$ cat config.mk
export PLATFORM = sky130hd
export DESIGN_NAME = booths_multiplier
export DESIGN_NICKNAME = d
export VERILOG_FILES = /design/src/rtl/booths_multiplier.sv
export SDC_FILE = /design/constraint.sdc
export NUM_CORES = 1
export LEC_CHECK = 0
export ABC_AREA = 1
export BUFFER_PORTS_ARGS = -buffer_cell sky130_fd_sc_hd__buf_2
export CELL_PAD_IN_SITES_DETAIL_PLACEMENT = 1
export CELL_PAD_IN_SITES_GLOBAL_PLACEMENT = 1
export CORE_MARGIN = 5
export CORE_UTILIZATION = 35
export CTS_CLUSTER_DIAMETER = 200
export CTS_CLUSTER_SIZE = 28
export DETAILED_ROUTE_END_ITERATION = 16
export HOLD_SLACK_MARGIN = 0.06
export PLACE_DENSITY_LB_ADDON = 0.25
export SYNTH_ARGS = -nofsm -noshare
export SYNTH_HDL_FRONTEND = slang
export SYNTH_SLANG_ARGS = --single-unit
$ cat constraint.sdc
create_clock -name clk -period 6.9 [get_ports clk]
set_input_delay 0.345 -clock clk [delete_from_list [all_inputs] [get_ports clk]]
set_output_delay 0.345 -clock clk [all_outputs]
set_load 0.02 [all_outputs]
$ cat src/rtl/booths_multiplier.sv
// booths_multiplier: sequential radix-2 Booth multiplier for signed operands.
// One recode/add/shift step per clock; WIDTH steps per product, followed by a
// one-cycle done pulse with a registered 2*WIDTH-bit product.
// Optional build macro: BOOTH_ZERO_SKIP_EN -- when defined, a zero operand on
// the accepting edge bypasses the iterative run and produces 0 directly.
module booths_multiplier #(
    parameter int WIDTH = 8
) (
    input  logic                 clk,
    input  logic                 rst_n,
    input  logic                 start,
    input  logic [WIDTH-1:0]     a,
    input  logic [WIDTH-1:0]     b,
    output logic                 busy,
    output logic                 done,
    output logic [2*WIDTH-1:0]   product
);

    localparam int CW = $clog2(WIDTH + 1);

    typedef enum logic [1:0] {
        S_IDLE = 2'd0,
        S_RUN  = 2'd1,
        S_DONE = 2'd2
    } state_t;

    state_t             r_state;
    state_t             w_state_next;

    // A and M carry one extra sign bit so that subtracting the most negative
    // multiplicand cannot overflow the partial-product accumulator.
    logic [WIDTH:0]     r_a;
    logic [WIDTH:0]     r_m;
    logic [WIDTH-1:0]   r_q;
    logic               r_q1;
    logic [CW-1:0]      r_count;
    logic [2*WIDTH-1:0] r_product;

    logic               w_accept;
    logic               w_zero;
    logic               w_last;
    logic [WIDTH:0]     w_sum;
    logic [WIDTH:0]     w_a_next;
    logic [WIDTH-1:0]   w_q_next;
    logic               w_q1_next;

    // A new operation is accepted whenever no run is in flight.
    assign w_accept = start && (r_state != S_RUN);
    assign w_last   = (r_count == CW'(1));

`ifdef BOOTH_ZERO_SKIP_EN
    assign w_zero = (a == '0) || (b == '0);
`else
    assign w_zero = 1'b0;
`endif

    // Booth recode of the {Q[0], Q_-1} pair selects add, subtract or nothing.
    always_comb begin
        w_sum = r_a;
        case ({r_q[0], r_q1})
            2'b01:   w_sum = r_a + r_m;
            2'b10:   w_sum = r_a - r_m;
            default: w_sum = r_a;
        endcase
    end

    // Arithmetic right shift of the concatenated {A, Q, Q_-1} register.
    assign w_a_next  = {w_sum[WIDTH], w_sum[WIDTH:1]};
    assign w_q_next  = {w_sum[0], r_q[WIDTH-1:1]};
    assign w_q1_next = r_q[0];

    // State register.
    always_ff @(posedge clk or negedge rst_n) begin
        if (!rst_n) begin
            r_state <= S_IDLE;
        end else begin
            r_state <= w_state_next;
        end
    end

    // Next-state decode and status outputs.
    always_comb begin
        w_state_next = r_state;
        busy         = 1'b0;
        done         = 1'b0;
        case (r_state)
            S_IDLE: begin
                if (w_accept) begin
                    w_state_next = w_zero ? S_DONE : S_RUN;
                end
            end
            S_RUN: begin
                busy = 1'b1;
                if (w_last) begin
                    w_state_next = S_DONE;
                end
            end
            S_DONE: begin
                done = 1'b1;
                if (w_accept) begin
                    w_state_next = w_zero ? S_DONE : S_RUN;
                end else begin
                    w_state_next = S_IDLE;
                end
            end
            default: begin
                w_state_next = S_IDLE;
            end
        endcase
    end

    // Datapath: operand capture on accept, one Booth step per RUN cycle,
    // product update only on the completing edge.
    always_ff @(posedge clk or negedge rst_n) begin
        if (!rst_n) begin
            r_a       <= '0;
            r_m       <= '0;
            r_q       <= '0;
            r_q1      <= 1'b0;
            r_count   <= '0;
            r_product <= '0;
        end else if (w_accept) begin
            if (w_zero) begin
                r_product <= '0;
            end else begin
                r_a     <= '0;
                r_m     <= {a[WIDTH-1], a};
                r_q     <= b;
                r_q1    <= 1'b0;
                r_count <= CW'(WIDTH);
            end
        end else if (r_state == S_RUN) begin
            r_a     <= w_a_next;
            r_q     <= w_q_next;
            r_q1    <= w_q1_next;
            r_count <= r_count - CW'(1);
            if (w_last) begin
                r_product <= {w_a_next[WIDTH-1:0], w_q_next};
            end
        end
    end

    assign product = r_product;

endmodule

# [Word level (Yosys, flattened, before mapping)]
# Index checks and enable logic that the tools add are counted.
[totals] regBits=48 input_bits=19 word_cells=39
[classes] addsub=3 n_eq_ne=8 muxes=15 bitwise=1 reduce_logical=5
[ops] op="9-bit 2-to-1 mux" n=2
[ops] op="9-bit case mux with 2 select lines" n=1
[ops] op="8-bit 2-to-1 mux" n=2
[ops] op="9-bit adder" n=1
[ops] op="9-bit subtractor" n=1
[ops] op="4-bit 2-to-1 mux" n=2
[ops] op="2-bit case mux with 3 select lines" n=1
[ops] op="1-bit 2-to-1 mux" n=5
[ops] op="2-bit by 1-bit equality test with 1-bit output (second input constant)" n=2
[ops] op="2-bit equality test (second input constant)" n=2
[ops] op="4-bit by 1-bit equality test with 1-bit output (second input constant)" n=1
[ops] op="2-bit 2-to-1 mux" n=2
[ops] op="2-bit inequality test (second input constant)" n=2
[ops] op="4-bit by 1-bit subtractor with 4-bit output (second input constant)" n=1
[ops] op="3-bit AND reduction" n=1
[ops] op="2-bit zero test" n=1
[ops] op="2-bit by 1-bit inequality test with 1-bit output (second input constant)" n=1
[ops] op="2-bit AND reduction" n=1
[ops] op="2-bit nonzero test" n=1
[ops] op="1-bit logical AND" n=1
[ops] op="1-bit inverter" n=1

# [Logic depth before layout (Yosys ltp)]
# Gate-level depths: netlist of the first run.
[logic_depth] word_depth=4 mapped_depth=21 mapped_depth_nobuf=21

# [Least setup slack after synthesis of the first run]
# Ideal clock, no wire load.
[synth_path] path_type="register to register" startpoint="reg r_m[0]" endpoint="reg r_a[7]" setup_time_ns=0.117 t_arrival_ns=2.180 required_time_ns=6.783 path_slack_ns=4.603 path_stages_with_launch=22 period_less_slack_ns=2.297 cell_sequence="dfrtp_1 > inv_1 > ha_1 > inv_1 > nor2_2 > nand2_1 > o21ai_0 > xor2_1 > inv_1 > ha_1 > nand2_1 > inv_1 > nand2_1 > nand2_2 > inv_2 > nand2_2 > nand2_2 > nand3_2 > nand2_1 > nand2_1 > nand2_1 > nand2_1"
[synth_via] elab_chain_cells=4 word_cells_on_any_way=5
[synth_rtl] element="from (decl)" line="33" source="logic [WIDTH:0] r_m;"
[synth_rtl] element="from (signal assigned)" line="127" source="r_m <= {a[WIDTH-1], a};"
[synth_rtl] element="9-bit subtractor or 9-bit adder (tied branches)" line="62, 61"
[synth_rtl] element="9-bit case mux with 2 select lines *" line="60" source="case ({r_q[0], r_q1})"
[synth_rtl] element="9-bit 2-to-1 mux *" line="132" source="end else if (r_state == S_RUN) begin"
[synth_rtl] element="9-bit 2-to-1 mux *" line="122" source="end else if (w_accept) begin"
[synth_rtl] element="to (signal assigned)" line="133" source="r_a <= w_a_next;"
[synth_rtl] element="to (decl)" line="32" source="logic [WIDTH:0] r_a;"
# Mark *: on every way between the ends. The rest lies on a longest branch, timed or not. The select of a mux whose other input is x is not followed.
# A chain may end at the register's enable or synchronous reset.

# [Worst setup path in the final report of the first run]
[layout_path] startpoint="reg r_m[0]" endpoint="reg r_product[15] (netlist: product[15])"
[layout_via] elab_chain_cells=2 word_cells_on_any_way=3
[layout_rtl] element="9-bit subtractor or 9-bit adder (tied branches)" line="62, 61"
[layout_rtl] element="9-bit case mux with 2 select lines *" line="60"
[layout_rtl] element="to (signal assigned)" line="138" source="r_product <= {w_a_next[WIDTH-1:0], w_q_next};"
[layout_rtl] element="to (decl)" line="37" source="logic [2*WIDTH-1:0] r_product;"
# Mark *: on every way between the ends. The rest lies on a longest branch, timed or not.

==> out/qor.yml, run 1 <==
run_status:
  status: "finished clean"
setup_path:
  cp_data_required_time_ns: 7.11
  critPathKind: "flop to flop"
  worst_ep_arrival_time_ns: 2.77
  reg2reg_depth: 19
  cp_max_fo: 6
  cp-end-kind: "flop"
  worst_setup_path_start_kind: "flop"
die:
  start_util_pct: 36.1
  fp.dieW_um: 96.5
  ios: 37
  core_um2: 7250
  row_count: 31
  die_area_um2: 9310
  dieHeight_um: 96.5
synthesis:
  async_flop_share_pct: 100
  post-synth-top-count-cell: "nand2_1"
  synth_top_area_share_pct: 44.9
  yosys.area_share.simple_pct: 24.5
  synthAdderAreaFrac_pct: 6.50
  synthTopCellsByCount: "nand2_1 (101), dfrtp_1 (47), inv_1 (42)"
  synth.cell_area_um2: 2620
  synth_cell_types: 33
  mappedNetlistNets: 355
  synth_top_family_by_area: "simple AND/OR/NAND/NOR gates"
  synth_compound_area_share_pct: 12.4
  yosysWarnings: 0
  synth-edff-count: 0
  yosysTopAreaCell: "dfrtp_1"
  synth-seq-area-share_pct: 44.9
  ys_ff_latch: 47
  synth_cells: 323
  synthTopCellsByArea: "dfrtp_1 (45%), nand2_1 (14%), inv_1 (6.0%)"
  yosys.area_share.xor_xnor_pct: 2.34
  muxShareOfSynthArea_pct: 0
  synthFlopType: "dfrtp_1"
  avgSynthCellArea_um2: 8.11
run:
  cap_violations: 0
grt:
  grt_pass1_vias: 2271
  grt_overflow: 0
  grt_max_degree: 48
  grt_usage_pct: 15.0
  antenna_found_initial: 0
  grt_pass1_wl_um: 10800
finish:
  layout.nets: 389
  area_growth_pct: 12.7
  antenna_cells: 0
  final_layout_size_suffix_gt1_share_pct: 19.0
  n_fill_cell: 927
placed_design:
  place.gp.congestion: 0.811
  port-buffer-count: 36
  dp_hpwl_um: 4890
drt:
  first_pass_iters: 4
  routed-wl-met2_um: 3020
  drtAntennaViolNets: 0
  vias: 2199
  dr_wl_met3_um: 184
  wl_per_cell_um: 13.6
  viasPerCell: 4.81
  drt-total-wl_um: 6210
  route.detailed.drc: 0
  top_layer: "met4"
  drt-initial-drc-count: 88
  wl_met1_um: 2940
clock_tree:
  cts-buffers-inserted: 5
  clk_pin_slew_ns: 0.10
  cts_tree: "built"
  ctsHoldBuffers: 0
  root_buffer: "clkbuf_8"
  cts.sinks: 47
  ctsLongestPathBuffers: 2
  clk_latency_ns: 0.30
  htree_levels: 2
  cts.repair.resized: 0
  cts_setup_buffers: 0
timing:
  fin_setup_tns_ns: 0
  fmax_ghz: 0.391
  rsz0062_at_grt: "false"
  hold_viol_final: 0
  period_share_pct: 37.1
  finalSetupViolCount: 0
  clock_skew_ns: 0.00848
  min_period_ns: 2.56
  timing.slew.headroom_pct: 29.7
  slew_violations: 0
  tightest_slew_ns: 1.06
min_path:
  hold_class: "input port to async pin"
==> kinds of logic (layout without fill, tap and decap cells) <==
group                    count (synthesis)  after routing
AND/OR/NAND/NOR                        146            146
buffers and inverters                   58             93
AO/OA/AOI/OAI                           52             52
flip-flops                              47             47
adder cells (fa/ha/maj)                 13             13
XOR/XNOR                                 7              7
==> critical path, stage by stage, from the launching register on <==
cell and delay [ns]:
dfrtp_1 0.40, inv_1 0.09, ha_1 0.17, inv_1 0.05, nor2_2 0.13, nand2_1 0.09
o21ai_0 0.21, xor2_1 0.18, inv_1 0.06, ha_1 0.34, nand2_1 0.11, inv_1 0.04
nand2_1 0.07, nand2_2 0.06, a21oi_1 0.11, nand2_1 0.10, nand4_1 0.08, nand2_1 0.07
nand2_1 0.06, nand2_1 0.04
==> stage by stage <==
| step | cells | utilization (%) | area, µm² | setup WS (ns) | hold slack, ns |
|---|---|---|---|---|---|
| 2_1_floorplan | 323 | - | 2620 | 4.60 | 0.0494 |
| 3_3_place_gp | 449 | 39.5 | 2860 | 4.47 | 0.461 |
| 3_5_place_dp | 449 | 39.5 | 2860 | 4.31 | 0.464 |
| 4_1_cts | 457 | 40.7 | 2950 | 4.29 | 0.237 |
| 5_1_grt | 457 | 40.7 | 2950 | 3.97 | 0.250 |
| 6_report | 457 | 40.7 | 2950 | 4.34 | 0.223 |
==> path summary, 6_finish.rpt <==
check                                     endpoint  slack, ns                     from
setup / recovery           product[15]$_DFFE_PN0P_       4.34       r_m[0]$_DFFE_PN0P_
hold / removal                  r_a[6]$_DFFE_PN0P_       0.22                    rst_n
setup reg to reg           product[15]$_DFFE_PN0P_       4.34       r_m[0]$_DFFE_PN0P_
hold reg to reg            product[10]$_DFFE_PN0P_       0.48  product[10]$_DFFE_PN0P_
max in group asynchronous       r_m[4]$_DFFE_PN0P_       6.02                    rst_n
min in group clk                r_m[6]$_DFFE_PN0P_       0.24                     a[6]
==> flip-flops by register name (all words and copies together) (netlist names) <==
| register | cells |
|---|---|
| product | 16 |
| r_a | 8 |
| r_count | 4 |
| r_m | 8 |
| r_q | 8 |
| r_q1 | 1 |
| r_state | 2 |
==> cell type report <==
type                    count  area, µm²  area share (%)
inverters                  49        184            6.23
repair buffers             36        180            6.11
well taps                  99        124            4.20
multi-input cells         218       1200            40.6
clock buffers               6       72.6            2.46
flip-flops and latches     47       1180            39.9
clock inverters             2       16.3           0.551
==> layout by cell type (no fill, tap or decap), types with 2 or more instances in the layout <==
cell type    n
o221ai_1     8
inv_2        7
dfrtp_1     47
nor2_2       2
inv_1       42
or2_1        2
clkbuf_8     5
nand4_1      5
a21oi_1      5
o22ai_1      4
ha_1        12
o21ai_1     10
o21ai_2      5
o21ai_0     17
xor2_1       5
nor2_1      13
nand3_1     11
buf_2       36
nand2_2      6
xnor2_1      2
nand2_1    101
==> layer usage <==
layer / GRT usage, % / vias to the layer above
met1: 19.7 / 1068
met3: 3.18 / 6
met2: 25.2 / 28
met4: 3.74 / 0
met5: 0 / -
li1: - / 1097
Power of run 1 is left out: the tool's default activity adds up to more than one toggle a clock period on the data nets, which glitch-free logic cannot reach.
==> inputs of run 2 (changes only) <==
Clock period 6.9 ns to 2.7 ns, I/O delays scaled along.
==> run 2 against run 1 <==
Compared with the run above: highest routed layer unchanged; cell count is 3.9% higher; non-clock buffer count rose by 18; critical path type unchanged; routed wire length grew 5.4%.
==> out/qor.yml, run 2 (synthesis results as in run 1) <==
placed_design:
  placed_area_um2: 2870  # +0.26%
  dp_hpwl_um: 4900  # +0.27%
  place.gp.congestion: 0.812  # +0.15%
  port-buffer-count: 36  # unchanged
finish:
  final_common_cell: "nand2_1"
  final_area_um2: 3160  # +7.2%
  largest_reg_flops: 16  # unchanged
  area_growth_pct: 20.8
  antenna_cells: 0  # unchanged
  postLayoutCoreUtil_pct: 43.6  # +2.9 points
  layout.nets: 407  # +4.6%
  final_cell_mix: "nand2_1 (101), dfrtp_1 (47), inv_1 (42), buf_2 (36), dlygate4sd3_1 (17)"
  final_layout_size_suffix_gt1_share_pct: 19.9  # +0.95 points
  n_fill_cell: 910  # -1.8%
run:
  cap_violations: 0  # unchanged
clock_tree:
  cts.sinks: 47  # unchanged
  cts-buffers-inserted: 5  # unchanged
  root_buffer: "clkbuf_8"
  clk_pin_slew_ns: 0.09  # about the same
  clk_latency_ns: 0.31  # about the same
  ctsLongestPathBuffers: 2  # unchanged
  cts_tree: "built"
  htree_levels: 2  # unchanged
  cts_setup_buffers: 0  # unchanged
min_path:
  min_path_cells: 3
  hold_path_end: "r_state[0]$_DFFE_PN0P_"
  hold_class: "input port to flop"
  min_from: "start"
timing:
  slew_violations: 0  # unchanged
  period_share_pct: 89.6  # +53 points
  hold_viol_final: 0  # unchanged
  min_period_ns: 2.42  # -0.140 ns
  tightest_slew_ns: 1.03  # -0.0246 ns
  whs_ns: 0.141  # -0.0816 ns
  fin_setup_tns_ns: 0  # unchanged
  finalSetupViolCount: 0  # unchanged
  clock_skew_ns: 0.00869  # +0.000210 ns
  fmax_ghz: 0.413  # +5.8%
  timing.slew.headroom_pct: 31.3  # +1.6 points
setup_path:
  r2r-start: "r_m[0]$_DFFE_PN0P_"
  cp_max_fo: 5  # -1
  reg2reg_to: "product[15]$_DFFE_PN0P_"
  worst_setup_path_start_kind: "flop"
  critPathKind: "flop to flop"
  cp_data_required_time_ns: 2.90  # -4.21 ns
  reg2reg_depth: 17  # -2
  ff2ff_setup_slack_ns: 0.28  # -4.06 ns
  crit_start: "r_m[0]$_DFFE_PN0P_"
  worst_ep_arrival_time_ns: 2.62  # -0.15 ns
  cp-end-kind: "flop"
drt:
  drtAntennaViolNets: 0  # unchanged
  first_pass_iters: 4  # unchanged
  route.detailed.drc: 0  # unchanged
  drt-total-wl_um: 6540  # +5.4%
  wl_per_cell_um: 13.8  # +1.4%
  drt-initial-drc-count: 58  # -34%
  vias: 2245  # +2.1%
  viasPerCell: 4.73  # -1.8%
grt:
  grt_pass1_wl_um: 11300  # +4.2%
  grt_max_degree: 48  # unchanged
  grt_usage_pct: 15.7  # +0.71 points
  grt_overflow: 0  # unchanged
  grt_pass1_vias: 2343  # +3.2%
  antenna_found_initial: 0  # unchanged
die:
  start_util_pct: 36.1  # unchanged
  core_um2: 7250  # unchanged
  fp.dieW_um: 96.5  # unchanged
  die_area_um2: 9310  # unchanged
  row_count: 31  # unchanged
  dieHeight_um: 96.5  # unchanged
  ios: 37  # unchanged
run_status:
  status: "finished clean"
run 2: changes by cell type in the layout (fill, tap and decap cells not counted), sizes merged:
| cell | before | now |
|---|---|---|
| dlygate4sd3 | 0 | 17 |
| buf | 36 | 37 |
run 2: per-stage QoR:
stage | setup slack (ns) | std cells
floorplan | 0.403 | 323
global placement | 0.259 | 450
detailed placement | 0.157 | 450
CTS | 0.130 | 475
global route | -0.00700 | 475
finish | 0.281 | 475
run 2: repair_timing:
| item | in CTS | in global routing |
|---|---|---|
| gates resized for setup | 0 | 9 |
| endpoints found under the hold margin | 63 | 0 |
| hold buffers | 17 | 0 |
| endpoints found under the setup margin | 0 | 6 |
run 2: how the worst max path moves through the flow:
stage | to | slack [ns] | cells after the start
finish | product[15]$_DFFE_PN0P_ | 0.28 | 17
global route | product[15]$_DFFE_PN0P_ | -0.007 | 17
CTS | product[15]$_DFFE_PN0P_ | 0.13 | 19
detailed placement | product[15]$_DFFE_PN0P_ | 0.16 | 19
global placement | r_a[5]$_DFFE_PN0P_ | 0.26 | 16
floorplan | r_a[7]$_DFFE_PN0P_ | 0.40 | 21
run 2: worst max-delay path: stages (launching register included):
cell     delay (ns)
dfrtp_1        0.36
inv_1          0.07
ha_1           0.21
inv_1          0.09
nor2_4         0.05
a21oi_1        0.17
xor2_1         0.19
inv_1          0.08
ha_1           0.38
nand2_1        0.11
nor2_2         0.13
a21oi_1        0.08
nand2_1        0.10
nand3_2        0.06
nand2_1        0.06
nand2_1        0.06
nand2_1        0.06
nand2_1        0.05
run 2: final cells by class:
class	instances	area, µm²	area share [%]
well taps	99	124	3.92
repair buffers	54	358	11.3
inverters	49	184	5.81
clock inverters	2	16.3	0.514
flip-flops and latches	47	1180	37.2
multi-input cells	218	1230	39.0
clock buffers	6	72.6	2.29
run 2: routing by layer:
layer	part of all wire [%]	track usage, %	wire length, µm	vias to the layer above
met5	0	0	0	-
met4	1.1	4.21	75	0
met3	3.1	3.02	205	7
met2	50	26.8	3280	28
met1	46	20.4	2980	1077
li1	-	-	-	1133
Power of run 2 is left out for the same reason.
==> inputs of run 3 (changes only) <==
Settings changed: ABC_AREA 1 to default.
==> run 3 against run 2 <==
Compared with the run above: design area down 4.6%; synthesized cell count down 20%; sequential share of layout area up 1.8 points; cell count down 15%; non-clock buffer count fell by 3; register-to-register slack got worse by 0.14 ns; first-iteration DRC count down 14%; via count fell by 12%; routed wire length is 8.6% lower; sequential cell count stayed put; highest routed layer unchanged.
==> out/qor.yml, run 3 <==
min_path:
  hold_path_end: "r_q[7]$_DFFE_PN0P_"
  hold_class: "input port to flop"
  min_path_cells: 3  # unchanged
  min_from: "b[7]"
timing:
  tightest_slew_ns: 1.06  # +0.0288 ns
  slew_violations: 0  # unchanged
  timing.slew.headroom_pct: 29.4  # -1.9 points
  clock_skew_ns: 0.00586  # -0.00283 ns
  fmax_ghz: 0.390  # -5.6%
  min_period_ns: 2.56  # +0.143 ns
  finalSetupViolCount: 0  # unchanged
  period_share_pct: 94.9  # +5.3 points
  hold_viol_final: 0  # unchanged
drt:
  route.detailed.drc: 0  # unchanged
  dr_wl_met3_um: 169  # -18%
  drt-total-wl_um: 5980  # -8.6%
  drtAntennaViolNets: 0  # unchanged
  wl_met1_um: 2880  # -3.3%
  first_pass_iters: 4  # unchanged
  top_layer: "met4"
  wl_per_cell_um: 14.7  # +7.0%
  vias: 1984  # -12%
  viasPerCell: 4.89  # +3.4%
  routed-wl-met2_um: 2850  # -13%
  drt-initial-drc-count: 50  # -14%
finish:
  final_layout_size_suffix_gt1_share_pct: 23.2  # +3.3 points
  layout.nets: 341  # -16%
  final_cell_mix: "dfrtp_1 (47), nand2_1 (43), buf_2 (36), o21ai_0 (24), nor2_1 (16)"
  seqCellArea_um2: 1180  # unchanged
  largest_reg_flops: 16  # unchanged
  antenna_cells: 0  # unchanged
  finalNonFillerCells: 406  # -15%
  final_common_cell: "dfrtp_1"
  multiInputGateArea_um2: 1260  # +2.5%
  n_fill_cell: 826  # -9.2%
  area_growth_pct: 20.1
setup_path:
  path_cells: "inv_1 -> ha_1 -> a31oi_1 -> xnor2_1 -> ha_1 -> a211o_1 -> o31ai_1 -> xnor2_1 -> mux2i_1 -> o21ai_1"
  cp_slowest_cell: "dfrtp_1"
  worst-path-buf-inv: 1  # -2
  cp-end-kind: "flop"
  r2r-start: "r_m[0]$_DFFE_PN0P_"
  max_stage_delay_ns: 0.43  # +0.05 ns
  critical_path.top_delay_family: "compound AO/OA/AOI/OAI gates"
  cp_max_fo: 5  # unchanged
  ff2ff_setup_slack_ns: 0.14  # -0.14 ns
  worst_setup_path_start_kind: "flop"
  reg2reg_to: "product[14]$_DFFE_PN0P_"
  critPathKind: "flop to flop"
  worst_ep_arrival_time_ns: 2.75  # +0.13 ns
  reg2reg_depth: 10  # -7
  cp_data_required_time_ns: 2.89  # about the same
synthesis:
  mappedNetlistNets: 292  # -18%
  synthTopCellsByCount: "dfrtp_1 (47), nand2_1 (43), o21ai_0 (24)"
  yosysTopAreaCell: "dfrtp_1"
  synth_cell_types: 41  # +24%
  synth_top_area_share_pct: 46.8  # +1.9 points
  synthFlopType: "dfrtp_1"
  synth.cell_area_um2: 2510  # -4.1%
  async_flop_share_pct: 100  # unchanged
  ys_ff_latch: 47  # unchanged
  post-synth-top-count-cell: "dfrtp_1"
  yosysWarnings: 0  # unchanged
  synth_cells: 260  # -20%
  synth-seq-area-share_pct: 46.8  # +1.9 points
  avgSynthCellArea_um2: 9.66  # +19%
  synth-edff-count: 0  # unchanged
  synthTopCellsByArea: "dfrtp_1 (47%), nand2_1 (6.4%), ha_1 (6.0%)"
clock_tree:
  cts_tree: "built"
  cts-buffers-inserted: 5  # unchanged
  clk_pin_slew_ns: 0.09  # about the same
  htree_levels: 2  # unchanged
  cts.sinks: 47  # unchanged
  ctsLongestPathBuffers: 2  # unchanged
  clk_latency_ns: 0.30  # about the same
  root_buffer: "clkbuf_8"
run:
  cap_violations: 0  # unchanged
grt:
  grt_pass1_vias: 2044  # -13%
  grt_pass1_wl_um: 10100  # -10%
  grt_overflow: 0  # unchanged
  grt_usage_pct: 14.5  # -1.2 points
  grt_max_degree: 48  # unchanged
  antenna_found_initial: 0  # unchanged
placed_design:
  port-buffer-count: 36  # unchanged
  dp.cells: 388  # -14%
  dp_hpwl_um: 4370  # -11%
  place.gp.congestion: 0.815  # +0.38%
die:
  fp.dieW_um: 94.7  # -1.8%
  ios: 37  # unchanged
  start_util_pct: 36.4  # +0.27 points
  row_count: 30  # -3.2%
  die_area_um2: 8970  # -3.6%
  dieHeight_um: 94.7  # -1.8%
  core_um2: 6910  # -4.8%
run_status:
  status: "finished clean"
## run 3: cell types whose count changed after synthesis, sizes merged, moves of 5 or more
cell,before,now
inv,49,13
nand3,12,7
a21oi,6,17
nand2,108,43
mux2i,0,9
mux2,0,10
o221ai,8,0
xnor2,2,9
## run 3: cells by family after synthesis
family,count (synthesis),share of synthesized area (%)
AO/OA/AOI/OAI,63,15.4
XOR/XNOR,12,4.18
adder cells (fa/ha/maj),13,6.77
buffers and inverters,24,3.83
flip-flops,47,46.8
multiplexers,19,8.07
AND/OR/NAND/NOR,82,14.9
## run 3: worst max path at each step
stage,start,endpoint,slack [ns],depth (start not counted)
2_1_floorplan,r_q1$_DFFE_PN0P_,product[15]$_DFFE_PN0P_,0.27,11
3_3_place_gp,r_m[0]$_DFFE_PN0P_,product[14]$_DFFE_PN0P_,0.16,10
3_5_place_dp,r_q1$_DFFE_PN0P_,r_a[5]$_DFFE_PN0P_,0.11,10
4_1_cts,r_q1$_DFFE_PN0P_,product[15]$_DFFE_PN0P_,0.08,10
5_1_grt,r_m[0]$_DFFE_PN0P_,product[15]$_DFFE_PN0P_,-0.02,11
6_report,r_m[0]$_DFFE_PN0P_,product[14]$_DFFE_PN0P_,0.14,10
## run 3: area by class of cell
| type | instances | area share (%) |
|---|---|---|
| multi-input cells | 189 | 41.9 |
| flip-flops and latches | 47 | 39.0 |
| repair buffers | 51 | 10.5 |
| clock buffers | 6 | 2.41 |
| clock inverters | 2 | 0.415 |
| well taps | 96 | 3.98 |
| inverters | 15 | 1.87 |
## run 3: tightest hold or removal path: stages
cell and delay, ns:
buf_2 0.08, a211oi_1 0.06, a21oi_1 0.11
## run 3: what timing repair did
item	CTS	global route
resized for setup	0	5
endpoints found under the setup margin	0	6
endpoints found under the hold margin	31	0
hold buffers	9	0
setup buffers	0	1
## run 3: per-stage QoR
| stage | hold WS, ns | TNS [ns] | utilization [%] | setup slack, ns | instance area (µm²) |
|---|---|---|---|---|---|
| final | 0.123 | 0 | 43.7 | 0.138 | 3020 |
| after global routing | 0.127 | -0.0288 | 43.7 | -0.0193 | 3020 |
| after CTS | 0.117 | 0 | 43.2 | 0.0782 | 2990 |
| after detailed placement | 0.372 | 0 | 40.7 | 0.106 | 2810 |
| after global placement | 0.367 | 0 | 40.7 | 0.155 | 2810 |
| after floorplan | -0.161 | 0 | - | 0.272 | 2510 |
## run 3: layer usage
layer  vias up  global-route usage, %
met4         0                   5.05
li1        990                      -
met1       962                   19.4
met2        26                   23.5
met3         6                   2.79
met5         -                      0
Power of run 3 is left out for the same reason.
